==> src/rtl/wb_dest_demux.sv <==
`default_nettype none
// ============================================================================
// wb_dest_demux : write-back destination one-hot demux with in-flight
//                 destination-register scoreboard for RAW/WAW stall checks.
// Rev 1.0
// ============================================================================
module wb_dest_demux #(
  parameter int AW   = 5,
  parameter int NREG = 32,
  parameter int DW   = 32
) (
  input  logic              clk,
  input  logic              reset,
  input  logic              issue_valid,
  input  logic [AW-1:0]     issue_rd,
  output logic              issue_ready,
  input  logic              wb_valid,
  input  logic [AW-1:0]     wb_rd,
  input  logic [DW-1:0]     wb_data,
  output logic [NREG-1:0]   reg_we,
  output logic [DW-1:0]     reg_wdata,
  input  logic [AW-1:0]     qa_rd,
  input  logic [AW-1:0]     qb_rd,
  output logic              qa_busy,
  output logic              qb_busy,
  output logic [NREG-1:0]   busy,
  output logic [AW:0]       inflight_cnt,
  output logic              wb_err
);

  localparam logic [NREG-1:0] c_we_lsb = {{(NREG-1){1'b0}}, 1'b1};

  logic [NREG-1:0] busy_q, busy_d;
  logic [NREG-1:0] reg_we_q, reg_we_d;
  logic [DW-1:0]   reg_wdata_q, reg_wdata_d;
  logic [AW:0]     cnt_q, cnt_d;
  logic            wb_err_q, wb_err_d;

  logic            w_wb_hit;
  logic            w_issue_acc;

  always_comb begin
    w_wb_hit    = wb_valid && busy_q[wb_rd];
    // A write-back retiring the very register being claimed frees it this cycle.
    issue_ready = !busy_q[issue_rd] || (wb_valid && (wb_rd == issue_rd));
    w_issue_acc = issue_valid && issue_ready;
    qa_busy     = busy_q[qa_rd];
    qb_busy     = busy_q[qb_rd];
  end

  always_comb begin
    busy_d = busy_q;
    if (wb_valid) begin
      busy_d[wb_rd] = 1'b0;
    end
    // Set after clear so a same-register claim wins over its retirement.
    if (w_issue_acc) begin
      busy_d[issue_rd] = 1'b1;
    end

    cnt_d = cnt_q + {{AW{1'b0}}, w_issue_acc} - {{AW{1'b0}}, w_wb_hit};

    reg_we_d    = '0;
    reg_wdata_d = reg_wdata_q;
    if (wb_valid) begin
      reg_we_d    = c_we_lsb << wb_rd;
      reg_wdata_d = wb_data;
    end

    wb_err_d = wb_valid && !busy_q[wb_rd];
  end

  always_ff @(posedge clk or posedge reset) begin
    if (reset) begin
      busy_q      <= '0;
      reg_we_q    <= '0;
      reg_wdata_q <= '0;
      cnt_q       <= '0;
      wb_err_q    <= 1'b0;
    end else begin
      busy_q      <= busy_d;
      reg_we_q    <= reg_we_d;
      reg_wdata_q <= reg_wdata_d;
      cnt_q       <= cnt_d;
      wb_err_q    <= wb_err_d;
    end
  end

  assign busy         = busy_q;
  assign reg_we       = reg_we_q;
  assign reg_wdata    = reg_wdata_q;
  assign inflight_cnt = cnt_q;
  assign wb_err       = wb_err_q;

endmodule
`default_nettype wire

==> config.mk <==
export PLATFORM = sky130hd
export DESIGN_NAME = wb_dest_demux
export DESIGN_NICKNAME = d
export VERILOG_FILES = /design/src/rtl/wb_dest_demux.sv
export SDC_FILE = /design/constraint.sdc
export NUM_CORES = 1
export LEC_CHECK = 0
export CAP_MARGIN = 0
export CORE_MARGIN = 10
export CORE_UTILIZATION = 45
export CTS_CLUSTER_DIAMETER = 40
export CTS_CLUSTER_SIZE = 14
export DETAILED_ROUTE_END_ITERATION = 10
export PLACE_DENSITY_LB_ADDON = 0.15
export SLEW_MARGIN = 10
export SYNTH_ARGS = -nofsm -noshare
export SYNTH_HDL_FRONTEND = slang
export SYNTH_SLANG_ARGS = --single-unit
==> constraint.sdc <==
create_clock -name clk -period 7 [get_ports clk]
set_input_delay 1.05 -clock clk [delete_from_list [all_inputs] [get_ports clk]]
set_output_delay 1.05 -clock clk [all_outputs]
set_load 0.05 [all_outputs]
# --- Word level (Yosys, flattened, before mapping) ---
# Cells that the tools add are included.
totals:
  reg_bits: 103
op_classes:
  addsub: 2
  magnitude_cmp: 6
  n_eq_ne: 1
  shifts: 1
  mux: 15
  bitwise: 3
  reduce_logical: 9
op_table:
  columns: ["operator", "n"]
  rows:
  - ["32-bit two-way mux", 3]
  - ["32-bit AND", 1]
  - ["32-bit NOT", 1]
  - ["32-bit bitwise OR", 1]
  - ["1-bit by 5-bit left shift with 32-bit output (first input constant)", 1]
  - ["5-bit by 6-bit < comparator with 1-bit output (second input constant)", 4]
  - ["1-bit binary-select mux with 5-bit select", 4]
  - ["1-bit demux with 5-bit select", 2]
  - ["5-bit by 1-bit greater-or-equal comparator with 1-bit output (second input constant)", 2]
  - ["6-bit by 1-bit adder with 6-bit output", 1]
  - ["1-bit logical AND", 6]
  - ["1-bit two-way mux", 6]
  - ["6-bit by 1-bit subtractor with 6-bit output", 1]
  - ["5-bit equality test", 1]
  - ["1-bit zero test", 2]
  - ["1-bit logical OR", 1]

# --- Depth between registers and ports, before layout ---
logic_depth:
  depth_word: 9
  mapped_depth: 16
  ltp_nobuf: 13

# --- Worst setup path before layout ---
# OpenSTA, ideal clock, no wires.
synth_path:
  path_type: "input-to-reg"
  start: "input wb_rd[0]"
  end: "register cnt_q[4] (netlist: inflight_cnt[4])"
  arrival_ns: 4.031
  required_time_ns: 6.920
  path_slack_ns: 2.889
  path_stages: 14
  cell_sequence: "buf_2 > clkbuf_1 > mux4_2 > mux4_2 > mux2i_1 > nor2b_1 > ha_1 > inv_1 > ha_1 > fa_1 > a21oi_1 > nor2_1 > nor2_1 > xnor2_1"
synth_between:
  elab_chain_cells: 6
synth_rtl:
  columns: ["item", "line", "source"]
  rows:
  - ["start, declared", "18", "input logic [AW-1:0] wb_rd,"]
  - ["5-bit equality test", "45", "issue_ready = !busy_q[issue_rd] || (wb_valid && (wb_rd == issue_rd));"]
  - ["1-bit logical AND", "45", null]
  - ["1-bit logical OR", "45", null]
  - ["1-bit logical AND", "46", "w_issue_acc = issue_valid && issue_ready;"]
  - ["6-bit by 1-bit adder with 6-bit output", "61", "cnt_d = cnt_q + {{AW{1'b0}}, w_issue_acc} - {{AW{1'b0}}, w_wb_hit};"]
  - ["6-bit by 1-bit subtractor with 6-bit output (*)", "61", null]
  - ["via cnt_d[4]", "36", "logic [AW:0] cnt_q, cnt_d;"]
  - ["end signal, assigned", "84", "cnt_q <= cnt_d;"]
  - ["end, declared", "36", null]
# Mark *: on every way through the listed nets, which the timed path passes. The rest lies on a longest branch. The select of a mux whose other input is x is not followed.
# A chain may end at the register's enable or synchronous reset.

# --- Final worst setup path ---
layout_path:
  start: "input issue_rd[1]"
  end: "output issue_ready"
layout_between:
  elab_chain_cells: 4
layout_rtl:
  columns: ["item", "line", "source"]
  rows:
  - ["start, declared", "15", "input logic [AW-1:0] issue_rd,"]
  - ["1-bit binary-select mux with 5-bit select", "45", null]
  - ["1-bit two-way mux (implied by the code)", "45", null]
  - ["1-bit zero test", "45", null]
  - ["1-bit logical OR (*)", "45", null]
  - ["end, declared", "16", "output logic issue_ready,"]
# Mark *: on every way between the ends. The rest lies on a longest branch, timed or not. The select of a mux whose other input is x is not followed.

==> results.env <==
TIMING.REG2REG.WORST_PATH_DEPTH=13
NFILLCELLS=940
CTS_POST_SETUP_BUFFERS_INSERTED=0
DRT_WL_TOTAL_UM=16700
MAX-CAP-VIOLATIONS=0
NUMBER_OF_CELLS_PRODUCED_BY_SYNTHESIS=442
FIRST_GLOBAL_VIAS=4594
DRT_ITER0_MARKERS=507
VIAS=4364
GRT_FIRST_PASS_WIRELENGTH_UM=25800
HOLD_VIOL_FINAL=0
RSZ0062_AT_GRT='no'
NETLIST-CELL-TYPE-COUNT=47
SYNTHARSTFLOPSHARE_PCT=100
MULTIINPUTGATEAREA_UM2=2590
CLOCKBUFFERDEPTH=2
TIMING.SETUP.TNS_PS=0
CLOCK_ROOT_BUFFER_MASTER='clkbuf_16'
NET_SW_SHARE_PCT=39.9
WIRE_PER_INST_UM=23.0
INITIAL_CORE_UTIL_PCT=46.5
SYNTH-WARNING-COUNT=0
SYNTH.FF_LATCH_COUNT=103
COMB_POWER_SHARE_PCT=42.4
DIE_AREA_UM2=16700
GRT_USAGE_PCT=20.0
HIGHEST_CLOCK_RATE_MHz=183
RR_ENDPOINT='inflight_cnt[4]'
CTS_TREE='done'
SYNTHTOPCELLSBYCOUNT='103 x dfrtp_1, 53 x nor2_1, 34 x mux2_2, 32 x mux4_2, 26 x o31ai_1'
MAX_SLEW_MARGIN_PCT=32.1
MAX_SLEW_VIOLATION_COUNT=0
DRCVIOLATIONCOUNT=0
CORE-AREA_UM2=11600
WORSTSETUPENDPOINTTYPE='output port'
NUMBER_OF_ANTENNA_VIOLATIONS_AT_THE_FIRST_CHECK_IN_GLOBAL_ROUTING=0
STD_CELL_ROWS=39
SYNTH_ENABLE_FLOP_CELLS=0
DP.CELLS=710
FINAL_STD_CELLS_W_O_FILL=726
STATUS='completed'
CLKSINKCOUNT=103
WORSTPATHREQUIRED_PS=5950
SYN2LAYOUT_AREA_GROWTH_PCT=36.2
FINALCOREUTILIZATION_PCT=63.3
SEQPWRFRAC_PCT=34.6
POWER_DENSITY_nW_PER_UM2=316
POWER.TOTAL_uW=2310
CLK_LATENCY_PS=350
TIMING.HOLD.WORST.CLASS='reg2reg'
SYN_AREA_UM2=5370
PORT-BUFFER-COUNT=161
LAUNCH_POINT_OF_THE_WORST_REG_TO_REG_PATH='busy[20]'
WORST_HOLD_MARGIN_PS=506
ANTENNADIODECOUNT=0
PATH_MAX_FANOUT=19
MOST_COMMON_FLOP_CELL_MAPPED_BY_YOSYS='dfrtp_1'
TOTAL_LEAKAGE_POWER_uW=0.00295
DRT_PASS1_ITERATIONS=5
GRT_UTIL_MET1_PCT=24.8
IO_PINS=162
VDD.IR_DROP.WORST_V=0.000180
BUSIEST_LAYER='met2'
GRT_REMAINING_OVERFLOW=0
FINAL_NET_COUNT=641
WORST-SLEW-PIN-TRANSITION_PS=1020
GRTUSAGEMET2_PCT=31.9
CRITPATHARRIVALTIME_PS=4410
DIE_WIDTH_UM=129
POWER.SHARE.CLOCK_PCT=23.0
POWER.INTERNAL_uW=1390
CLK_PIN_SLEW_WORST_PATHS_PS=70
GPL.FINAL_WEIGHTED_CONGESTION=0.922
POST_SYN_NETS=505
SORT_OF_ELEMENT_AT_THE_START_OF_THE_CRITICAL_PATH='input port'
MIN_PERIOD_OVER_PERIOD_PCT=77.9
GLOBALROUTEMET3UTIL_PCT=5.42
R2R_SLACK_PS=3550
MIN_DELAY_PATH_DEPTH=1
DIE_HEIGHT_UM=129
POST-SYNTH-TOP-AREA-FRACTION_PCT=48.0
CRIT_TYPE='in2out'
CTS_MAX_LEVEL=3
YOSYS-TOP-CELLS-AREA='dfrtp_1 48%, mux4_2 13%, mux2_2 7.1%, nor2_1 3.7%, o31ai_1 3.6%'
PERIOD_NEEDED_PS=5460
CTSRESIZECOUNT=0
POSTCTSHOLDBUFS=0
MAX_CLOCK_SKEW_PS=9.42
SETUP_VIOL=0
CTS_MADE_BUFFERS=9
SWITCHINGPOWER_uW=921
DRT-VIAS-PER-INSTANCE=6.01
YOSYS.CELL_COUNT.TOP_TYPE='dfrtp_1'
FINAL_LAYOUT_SIZE_SUFFIX_GT1_SHARE_PCT=16.8
SEQ_AREA_UM2=2580
MIN_DELAY_WORST_ENDPOINT='reg_wdata[30]'
ANT_NETS=0
HOLD_PATH.STARTPOINT='reg_wdata[30]'
SYNTHESIS.AREA_PER_INSTANCE_UM2=12.2
SYNTH.LARGEST_AREA_CELL='dfrtp_1'
LARGEST_NET_DEGREE_AT_THE_START_OF_GLOBAL_ROUTING=67
HPWLAFTERDP_UM=12500
SYNTH.YOSYS.SEQ_AREA_SHARE_PCT=48.0
critical path, cell delays in order:
cell	delay, ps
clkdlybuf4s50_1	1140
mux4_2	620
a32o_1	290
a31oi_4	280
a31o_2	210
clkdlybuf4s50_1	800
layout make-up:
type,instances,area share [%]
repair buffers,162,22.1
multi-input cells,291,35.3
well taps,143,2.44
clock inverters,4,0.701
inverters,11,0.598
flip-flops and latches,103,35.2
clock buffers,12,3.64
cell families (layout without fill, tap and decap cells):
logic type | after synthesis | in the layout | synth area share (%)
AO/OA/AOI/OAI | 75 | 75 | 9.99
XOR/XNOR | 10 | 10 | 1.63
adder cells (fa/ha/maj) | 7 | 7 | 1.77
buffers and inverters | 48 | 189 | 3.89
flip-flops | 103 | 103 | 48.0
multiplexers | 79 | 79 | 23.0
AND/OR/NAND/NOR | 120 | 120 | 11.8
per-layer routing:
layer | vias up | share of wire [%]
li1 | 1897 | -
met1 | 2204 | 39
met2 | 229 | 48
met3 | 34 | 10
met4 | 0 | 3.1
met5 | - | 0
registers in the layout (all words and copies together) (netlist names):
| signal | flops |
|---|---|
| reg_we | 32 |
| wb_err | 1 |
| reg_wdata | 32 |
| busy | 32 |
| inflight_cnt | 6 |
power groups by stage:
stage          combinational (uW)  clock [uW]  sequential, uW
6_report                      980         531             799
3_3_place_gp                  962           0             807
5_1_grt                      1040         562             812
4_1_cts                       987         544             797
3_5_place_dp                  983           0             808
2_1_floorplan                 381           0            1070
through the flow:
step / worst slack (ps) / cell area, um^2
after floorplan: 2890 / 5370
after global routing: 1420 / 7320
final: 1540 / 7320
after detailed placement: 1590 / 7000
after global placement: 1650 / 7000
after CTS: 1560 / 7320
cells in the final DEF, fill, tap and decap left out, drive strengths merged, types with 3 or more instances in the layout:
master         Yosys  routed
nor2b             14      14
a21oi             15      15
mux2i             13      13
nand3b             9       9
nor4               3       3
mux4              32      32
mux2              34      34
o31ai             29      29
clkbuf            24      12
nand2b             3       3
nor2              53      53
or3                3       3
nand2              7       7
o221ai             3       3
nand4              5       5
or3b               4       4
o21ai             20      20
nor3               3       3
ha                 6       6
clkdlybuf4s50      0     160
dfrtp            103     103
xnor2              5       5
inv               11      12
xor2               5       5
nand3              9       9
worst max-delay path by stage:
| stage | start | end | slack [ps] | depth (start not counted) |
|---|---|---|---|---|
| 6_report | issue_rd[1] | issue_ready | 1540 | 6 |
| 5_1_grt | issue_rd[1] | issue_ready | 1420 | 6 |
| 4_1_cts | issue_rd[1] | issue_ready | 1560 | 6 |
| 3_5_place_dp | issue_rd[1] | issue_ready | 1590 | 6 |
| 3_3_place_gp | issue_rd[1] | issue_ready | 1650 | 6 |
| 2_1_floorplan | wb_rd[0] | inflight_cnt[4] | 2890 | 14 |
No activity file was read; power rests on OpenSTA's default activity.
